[src/rtl/alu_exec_unit.sv]
// alu_exec_unit: sequential ALU behind req/rsp valid-ready handshakes, with iterative or barrel shifts.
// Define ALU_EXEC_BARREL_EN to build the single-cycle barrel shifter instead of the iterative one.
module alu_exec_unit #(
    parameter int WIDTH = 8,
    parameter int SHW   = $clog2(WIDTH)
) (
    input  logic             clk,
    input  logic             rst_n,
    input  logic             req_valid,
    output logic             req_ready,
    input  logic [WIDTH-1:0] req_a,
    input  logic [WIDTH-1:0] req_b,
    input  logic [3:0]       req_op,
    output logic             rsp_valid,
    input  logic             rsp_ready,
    output logic [WIDTH-1:0] rsp_out,
    output logic             rsp_carry,
    output logic             rsp_z,
    output logic             rsp_err
);
    localparam logic [3:0] OP_ADD = 4'b0001;
    localparam logic [3:0] OP_SUB = 4'b0010;
    localparam logic [3:0] OP_NOR = 4'b0011;
    localparam logic [3:0] OP_EQ  = 4'b0110;
    localparam logic [3:0] OP_LT  = 4'b1000;
    localparam logic [3:0] OP_SHL = 4'b1011;
    localparam logic [3:0] OP_SHR = 4'b1100;

    // EXEC is the single cycle in which the registered result is formed.
    typedef enum logic [1:0] {IDLE, SHIFT, EXEC, RESP} state_t;

    state_t           state, state_nx;
    logic             armed;
    logic             accept;
    logic [WIDTH-1:0] a_r, b_r;
    logic [3:0]       op_r;
    logic [WIDTH:0]   sum, dif;
    logic [WIDTH-1:0] res;
    logic             res_c, res_err;

    assign accept = req_valid && req_ready;
    assign sum    = {1'b0, a_r} + {1'b0, b_r};
    assign dif    = {1'b0, a_r} - {1'b0, b_r};

`ifdef ALU_EXEC_BARREL_EN
    logic [SHW:0]       amt;
    logic [2*WIDTH-1:0] shl_t, shr_t;
    assign amt   = {1'b0, b_r[SHW-1:0]} + (SHW+1)'(1);
    assign shl_t = {{WIDTH{1'b0}}, a_r} << amt;
    assign shr_t = {a_r, {WIDTH{1'b0}}} >> amt;
`else
    logic         c_r;
    logic [SHW:0] cnt;
    logic         req_shift;
    assign req_shift = (req_op == OP_SHL) || (req_op == OP_SHR);
`endif

    always_ff @(posedge clk or negedge rst_n) begin
        if (!rst_n) begin
            state <= IDLE;
            armed <= 1'b0;
        end else begin
            state <= state_nx;
            armed <= 1'b1;
        end
    end

    always_comb begin
        state_nx = state;
        case (state)
`ifdef ALU_EXEC_BARREL_EN
            IDLE:    state_nx = accept ? EXEC : IDLE;
`else
            IDLE:    state_nx = accept ? (req_shift ? SHIFT : EXEC) : IDLE;
            SHIFT:   state_nx = (cnt == (SHW+1)'(1)) ? EXEC : SHIFT;
`endif
            EXEC:    state_nx = RESP;
            RESP:    state_nx = rsp_ready ? IDLE : RESP;
            default: state_nx = IDLE;
        endcase
    end

    always_comb begin
        req_ready = rst_n && armed && (state == IDLE);
        rsp_valid = (state == RESP);
    end

    always_comb begin
        res     = '0;
        res_c   = 1'b0;
        res_err = 1'b0;
        case (op_r)
            OP_ADD:  {res_c, res} = sum;
            OP_SUB:  {res_c, res} = dif;
            OP_NOR:  res = ~(a_r | b_r);
            OP_EQ:   res = {{(WIDTH-1){1'b0}}, a_r == b_r};
            OP_LT:   res = {{(WIDTH-1){1'b0}}, dif[WIDTH]};
`ifdef ALU_EXEC_BARREL_EN
            OP_SHL:  {res_c, res} = {shl_t[WIDTH], shl_t[WIDTH-1:0]};
            OP_SHR:  {res_c, res} = {shr_t[WIDTH-1], shr_t[2*WIDTH-1:WIDTH]};
`else
            OP_SHL, OP_SHR: {res_c, res} = {c_r, a_r};
`endif
            default: res_err = 1'b1;
        endcase
    end

    // a_r doubles as the shift register in the iterative build.
    always_ff @(posedge clk or negedge rst_n) begin
        if (!rst_n) begin
            a_r       <= '0;
            b_r       <= '0;
            op_r      <= '0;
            rsp_out   <= '0;
            rsp_carry <= 1'b0;
            rsp_z     <= 1'b0;
            rsp_err   <= 1'b0;
`ifndef ALU_EXEC_BARREL_EN
            c_r       <= 1'b0;
            cnt       <= '0;
`endif
        end else begin
            if (accept) begin
                a_r  <= req_a;
                b_r  <= req_b;
                op_r <= req_op;
`ifndef ALU_EXEC_BARREL_EN
                c_r  <= 1'b0;
                cnt  <= {1'b0, req_b[SHW-1:0]} + (SHW+1)'(1);
            end else if (state == SHIFT) begin
                c_r  <= (op_r == OP_SHL) ? a_r[WIDTH-1] : a_r[0];
                a_r  <= (op_r == OP_SHL) ? (a_r << 1) : (a_r >> 1);
                cnt  <= cnt - (SHW+1)'(1);
`endif
            end
            if (state == EXEC) begin
                rsp_out   <= res;
                rsp_carry <= res_c;
                rsp_z     <= (res == '0);
                rsp_err   <= res_err;
            end
        end
    end
endmodule

[config.mk]
export PLATFORM = sky130hd
export DESIGN_NAME = alu_exec_unit
export DESIGN_NICKNAME = d
export VERILOG_FILES = /design/src/rtl/alu_exec_unit.sv
export SDC_FILE = /design/constraint.sdc
export NUM_CORES = 1
export LEC_CHECK = 0
export ABC_AREA = 1
export ABC_CLOCK_PERIOD_IN_PS = 2950
export CORE_ASPECT_RATIO = 0.8
export CORE_UTILIZATION = 45
export DETAILED_ROUTE_END_ITERATION = 7
export PLACE_DENSITY = 0.67
export SETUP_SLACK_MARGIN = 0.05
export SYNTH_ARGS = -nofsm -noshare
export SYNTH_HDL_FRONTEND = slang
export SYNTH_SLANG_ARGS = --single-unit
[constraint.sdc]
create_clock -name clk -period 2.95 [get_ports clk]
set_input_delay 0.295 -clock clk [delete_from_list [all_inputs] [get_ports clk]]
set_output_delay 0.295 -clock clk [all_outputs]
set_load 0.02 [all_outputs]
==> results of run 1 <==
==> layout make-up <==
type	instances	area share, %
Multi-Input combinational cell	304	48.6
Sequential cell	39	27.9
Timing Repair Buffer	38	10.6
Inverter	57	6.12
Tap cell	81	2.90
Clock buffer	5	1.97
Clock inverter	3	1.93
==> layout by cell type (no fill, tap or decap), drive strengths merged, types with 3 or more instances in the layout <==
master,synthesis,routed
nand3,37,37
inv,57,57
dfrtp,39,39
ha,27,27
clkbuf,2,5
buf,7,3
o21ai,31,31
nand2,115,115
clkdlybuf4s50,0,35
a21oi,15,15
o211ai,12,12
nor2,39,39
a22oi,5,5
==> cell families (layout without fill, tap and decap cells) <==
family	after synthesis	in the layout	share of synthesized area (%)
buf+inv	66	103	8.75
flops	39	39	33.3
compound gates	71	71	14.5
simple gates	200	200	29.6
xor+xnor	3	3	0.896
other cells	1	1	0.128
fa+ha+maj	29	29	12.9
==> layer usage <==
layer	wire (um)	part of all wire [%]	vias to the layer above
li1	-	-	1389
met5	0	0	-
met2	2900	42	71
met3	444	6.5	2
met1	3520	51	1249
met4	22	0.32	0
==> where the power goes <==
group	switching, mW	internal [mW]
Combinational	1.41	0.850
Clock	0.207	0.337
Sequential	0.207	0.774
==> metrics by stage <==
step	std cells	total power, mW	setup slack, ns	hold slack (ns)
final	527	3.79	0.804	0.0568
after global placement	519	3.19	0.931	0.397
after detailed placement	519	3.22	0.847	0.396
after global routing	527	4.20	0.548	0.108
after CTS	527	3.78	0.798	0.0706
after floorplan	409	2.62	1.04	-0.000591
==> worst max path at each step <==
stage	start	endpoint	slack, ns	depth (start not counted)
after detailed placement	a_r[0]	rsp_z	0.85	12
after global routing	a_r[0]	rsp_z	0.55	12
final	a_r[0]	rsp_z	0.80	12
after global placement	a_r[1]	rsp_z	0.93	13
after CTS	a_r[0]	rsp_z	0.80	12
after floorplan	a_r[0]	rsp_z	1.04	12
==> registers in the layout, summed over array words and instances, names as in the netlist <==
signal,cells
a_r,8
b_r,8
rsp_out,8
cnt,4
op_r,4
state,2
armed,1
c_r,1
rsp_carry,1
rsp_err,1
rsp_z,1
==> worst register-to-register path: cells and delay by family (launching register included) <==
family | cells | cell delay [ns]
AO/OA/AOI/OAI | 1 | 0.24
flip-flops | 1 | 0.42
AND/OR/NAND/NOR | 8 | 0.66
adder cells (fa/ha/maj) | 2 | 0.66
buffers and inverters | 1 | 0.11
==> run_results.csv, run 1 <==
group,metric,value,unit
worst_setup_path,arrival,2.38,ns
route,vias_per_cell,5.14,
clocking,root_buffer,"clkbuf_8",
timing,fin_crit_sh,72.8,%
timing,min_period,2.15,ns
placed_design,gp_congestion,0.889,
synthesis,synth_common_cells,"112 x nand2_1, 49 x inv_1, 39 x dfrtp_1",
grt,grt_max_degree,40,
clocking,clk_latency,0.30,ns
run_status,status,"complete, no violations",
timing,hold_violations,0,
worst_setup_path,crit_buf_inv,1,
worst_setup_path,crit_chain,"inv_1 > ha_1 > fa_1 > o21ai_2 > nand3_1 > nand2_1 > nor2_1 > nor2_1 > nand3_1 > nor2_1 > nand3_1 > nand2_1",
route,dr.pass1.iters,4,
run,drv_cap,0,
final_layout,nets,498,
synthesis,syn-instance-count,409,
pwr,leakage,1.76,nW
synthesis,synth_nets,462,
clocking,cts_buffers,5,
die,die_width,92.3,um
clocking,ctsHoldBuffers,0,
grt,overflow,0,
worst_setup_path,start_kind,"register",
clocking,cts.clk_slew.worst_paths,0.09,ns
final_layout,regArea,976,um^2
timing,slew_violations,0,
worst_setup_path,timing.critical_path.fanout_max,4,
synthesis,seq_area_frac_synth,33.3,%
timing,setup_viol,0,
timing,rsz0062_at_grt,"false",
final_layout,fin_util,57.4,%
synthesis,yosysTopAreaCellShare,33.3,%
grt,use_met3,4.70,%
final_layout,multi_input_area,1700,um^2
synthesis,synth_most_common_cell,"nand2_1",
final_layout,final_layout_size_suffix_gt1_share,7.17,%
synthesis,yosysWarnings,0,
route,first_iter_violations,150,
worst_setup_path,timing.rr.start,"a_r[0]",
hold_path,hold_class,"primary input to asynchronous set/reset pin",
clocking,clock_sink_count,39,
synthesis,synth_area,2930,um^2
clocking,post_cts_buffers,0,
route,num_vias,2711,
synthesis,synth_seq_cells,39,
pwr,ir_drop,400,uV
worst_setup_path,endpoint_kind,"register",
worst_setup_path,critPathKind,"register to register",
worst_setup_path,r2r-end,"rsp_z",
worst_setup_path,cp_top_family,"simple AND/OR/NAND/NOR gates",
clocking,cts_tree,"done",
die,ios,37,
synthesis,synth_edf_count,0,
timing,skew,0.0102,ns
placed_design,place_hpwl,5.36,mm
die,row_count,25,
die,core_area,6100,um^2
pwr,power.density,1080,nW/um^2
timing,finalSetupTns,0,ns
grt,grt_usage,23.1,%
synthesis,async_reset_ff_share,100,%
final_layout,final_area,3500,um^2
final_layout,fillCellCount,596,
worst_setup_path,cp_slowest_cell,"dfrtp_1",
timing,fmax,0.466,GHz
placed_design,numPortBuffers,36,
worst_setup_path,rr_worst_depth,12,
route,routed_wl,6.88,mm
route,drc,0,
worst_setup_path,rrSetupSlack,0.80,ns
synthesis,dominantRegCellSynth,"dfrtp_1",
synthesis,synth_cell_type_count,38,
final_layout,n_antenna_cell,0,
grt,use_met1,33.8,%
placed_design,placement.cell_area,3360,um^2
clocking,cts_resized,0,
die,fp.dieArea,6850,um^2
grt,grt_pass1_vias,2603,
route,wl_per_cell,13.1,um
synthesis,synthTopCellsByArea,"dfrtp_1 33%, nand2_1 14%, ha_1 12%, inv_1 6.3%, nand3_1 6.1%",
clocking,htreeDepth,2,
synthesis,avgSynthCellArea,7.17,um^2
die,dieHeight,74.2,um
worst_setup_path,cp_slowest_stage_delay,0.42,ns
worst_setup_path,required,3.19,ns
final_layout,area_delta_synth_final,19.3,%
grt,antenna_found_initial,0,
route,detail-route-antenna-nets,0,
die,initial_core_util,48.1,%
grt,grt_first_pass_wirelength,12.3,mm
grt,grt-busiest-layer,"met2",
grt,met2_usage,35.0,%
synthesis,synth_largest_area_cell,"dfrtp_1",
clocking,clk_path_buf_depth,2,
Note: power is estimated with default switching activity, not from simulation.
==> run 2, diff against run 1 <==
ABC_CLOCK_PERIOD_IN_PS = 2200   (was 2950)
clock period = 2.2 ns   (was 2.95 ns; I/O delays follow)
==> run_results.csv, run 2 (same netlist as run 1, synthesis figures left out) <==
group,metric,value,unit
run_status,status,"finished with violations",
run_status,violations,"negative hold slack",
final_layout,layout_common_cells,"110 x nand2_1, 46 x inv_1, 37 x dfrtp_1",
timing,hold-worst-slack,-0.0199,ns
route,dr.pass1.iters,7,
final_layout,n_antenna_cell,0,
worst_setup_path,endpoint_kind,"register",
timing,hold_violations,35,
clocking,cts_tree,"done",
worst_setup_path,timing.rr.start,"a_r[0]",
final_layout,final_layout_size_suffix_gt1_share,13.0,%
clocking,root_buffer,"clkbuf_8",
route,routed_wl,7.15,mm
placed_design,gp_congestion,0.890,
timing,finalSetupTns,0,ns
hold_path,hold_class,"primary input to asynchronous set/reset pin",
die,dieHeight,74.2,um
final_layout,nets,505,
route,drc,0,
worst_setup_path,r2r-end,"rsp_z",
final_layout,final_area,3540,um^2
die,ios,37,
placed_design,numPortBuffers,36,
timing,skew,0.00865,ns
pwr,ir_drop,524,uV
final_layout,area_delta_synth_final,20.8,%
route,detail-route-antenna-nets,0,
worst_setup_path,rrSetupSlack,0.16,ns
route,first_iter_violations,257,
clocking,clk_path_buf_depth,2,
timing,relSlewSlack,66.4,%
pwr,leakage,1.77,nW
timing,min_period,2.04,ns
worst_setup_path,timing.critical_path.fanout_max,4,
die,die_width,92.3,um
clocking,cts_buffers,5,
grt,overflow,0,
clocking,clock_sink_count,39,
die,core_area,6100,um^2
clocking,cts.clk_slew.worst_paths,0.08,ns
worst_setup_path,crit_chain,"ha_2 > inv_1 > fa_2 > inv_2 > nand2_2 > nand2_1 > nor2_1 > nor2_1 > nand3_1 > nor2_1 > nand3_1 > nor2_1 > nand3_1 > nand2_1",
die,row_count,25,
clocking,htreeDepth,2,
worst_setup_path,cp_slowest_stage_delay,0.42,ns
clocking,clk_latency,0.30,ns
worst_setup_path,arrival,2.28,ns
placed_design,placement.cell_area,3380,um^2
timing,fin_crit_sh,92.7,%
grt,grt_first_pass_wirelength,12.2,mm
route,num_vias,2800,
timing,setup_viol,0,
die,fp.dieArea,6850,um^2
run,drv_cap,0,
timing,slew_violations,0,
grt,grt_usage,23.1,%
die,initial_core_util,48.1,%
grt,grt_max_degree,40,
worst_setup_path,start_kind,"register",
worst_setup_path,critPathKind,"register to register",
clocking,ctsHoldBuffers,0,
worst_setup_path,cp_slowest_cell,"dfrtp_1",
route,vias_per_cell,5.24,
placed_design,place_hpwl,5.50,mm
final_layout,reg_top3,"a_r: 8 flops, b_r: 8 flops, rsp_out: 8 flops",
worst_setup_path,cpMostUsedCell,"nor2_1",
route,wl_per_cell,13.4,um
grt,antenna_found_initial,0,
grt,grt_pass1_vias,2559,
worst_setup_path,required,2.44,ns
pwr,power.density,1420,nW/um^2
timing,worst_pin_slew,0.504,ns
final_layout,fillCellCount,583,
final_layout,regArea,978,um^2
final_layout,layout_commonest_cell,"nand2_1",
final_layout,multi_input_area,1740,um^2
timing,rsz0062_at_grt,"true",
worst_setup_path,rr_worst_depth,14,
timing,fmax,0.490,GHz
-- run 2: cell type report --
class                           instances  area share (%)
Clock inverter                          3           0.424
Inverter                               57            6.04
Sequential cell                        39            27.6
Clock buffer                            5            1.94
Timing Repair Buffer                   45            11.9
Multi-Input combinational cell        304            49.2
Tap cell                               81            2.86
-- run 2: per-layer routing --
layer	GRT usage, %	wire length, um	vias up
li1	-	-	1408
met1	33.2	3620	1291
met2	34.7	3000	90
met3	5.32	431	11
met4	7.12	96	0
met5	0	0	-
-- run 2: per-stage QoR --
step | utilization [%] | total power [mW] | instances | setup WS, ns | hold WS, ns
3_3_place_gp | 55.5 | 4.29 | 522 | 0.173 | 0.326
3_5_place_dp | 55.5 | 4.35 | 522 | 0.0866 | 0.328
6_report | 58.1 | 5.04 | 534 | 0.160 | -0.0199
5_1_grt | 58.1 | 5.57 | 534 | -0.00671 | 0.0199
4_1_cts | 56.9 | 4.86 | 530 | 0.0614 | 0.00148
2_1_floorplan | - | 3.51 | 409 | 0.295 | -0.0756
-- run 2: worst max-delay path by stage --
stage / startpoint / endpoint / depth (start not counted)
4_1_cts: a_r[0] / rsp_z / 12
6_report: a_r[0] / rsp_z / 14
5_1_grt: a_r[0] / rsp_z / 12
3_5_place_dp: a_r[0] / rsp_z / 12
3_3_place_gp: a_r[0] / rsp_z / 12
2_1_floorplan: a_r[0] / rsp_z / 12
-- run 2: report_power, final --
group          switching, mW  internal [mW]
sequential             0.260           1.04
clock                  0.272          0.217
combinational           1.98           1.27
-- run 2: repair_timing --
| item | 4_1_cts | 5_1_grt |
|---|---|---|
| setup buffers | 0 | 4 |
| endpoints found under the setup margin | 0 | 5 |
| gates resized for setup | 0 | 20 |
-- run 2: worst max-delay path, delay by kind of cell (launching register included) --
family                   cells  cell delay (ns)
adder cells (fa/ha/maj)      2             0.56
buffers and inverters        2             0.11
flip-flops                   1             0.42
AND/OR/NAND/NOR             10             0.90
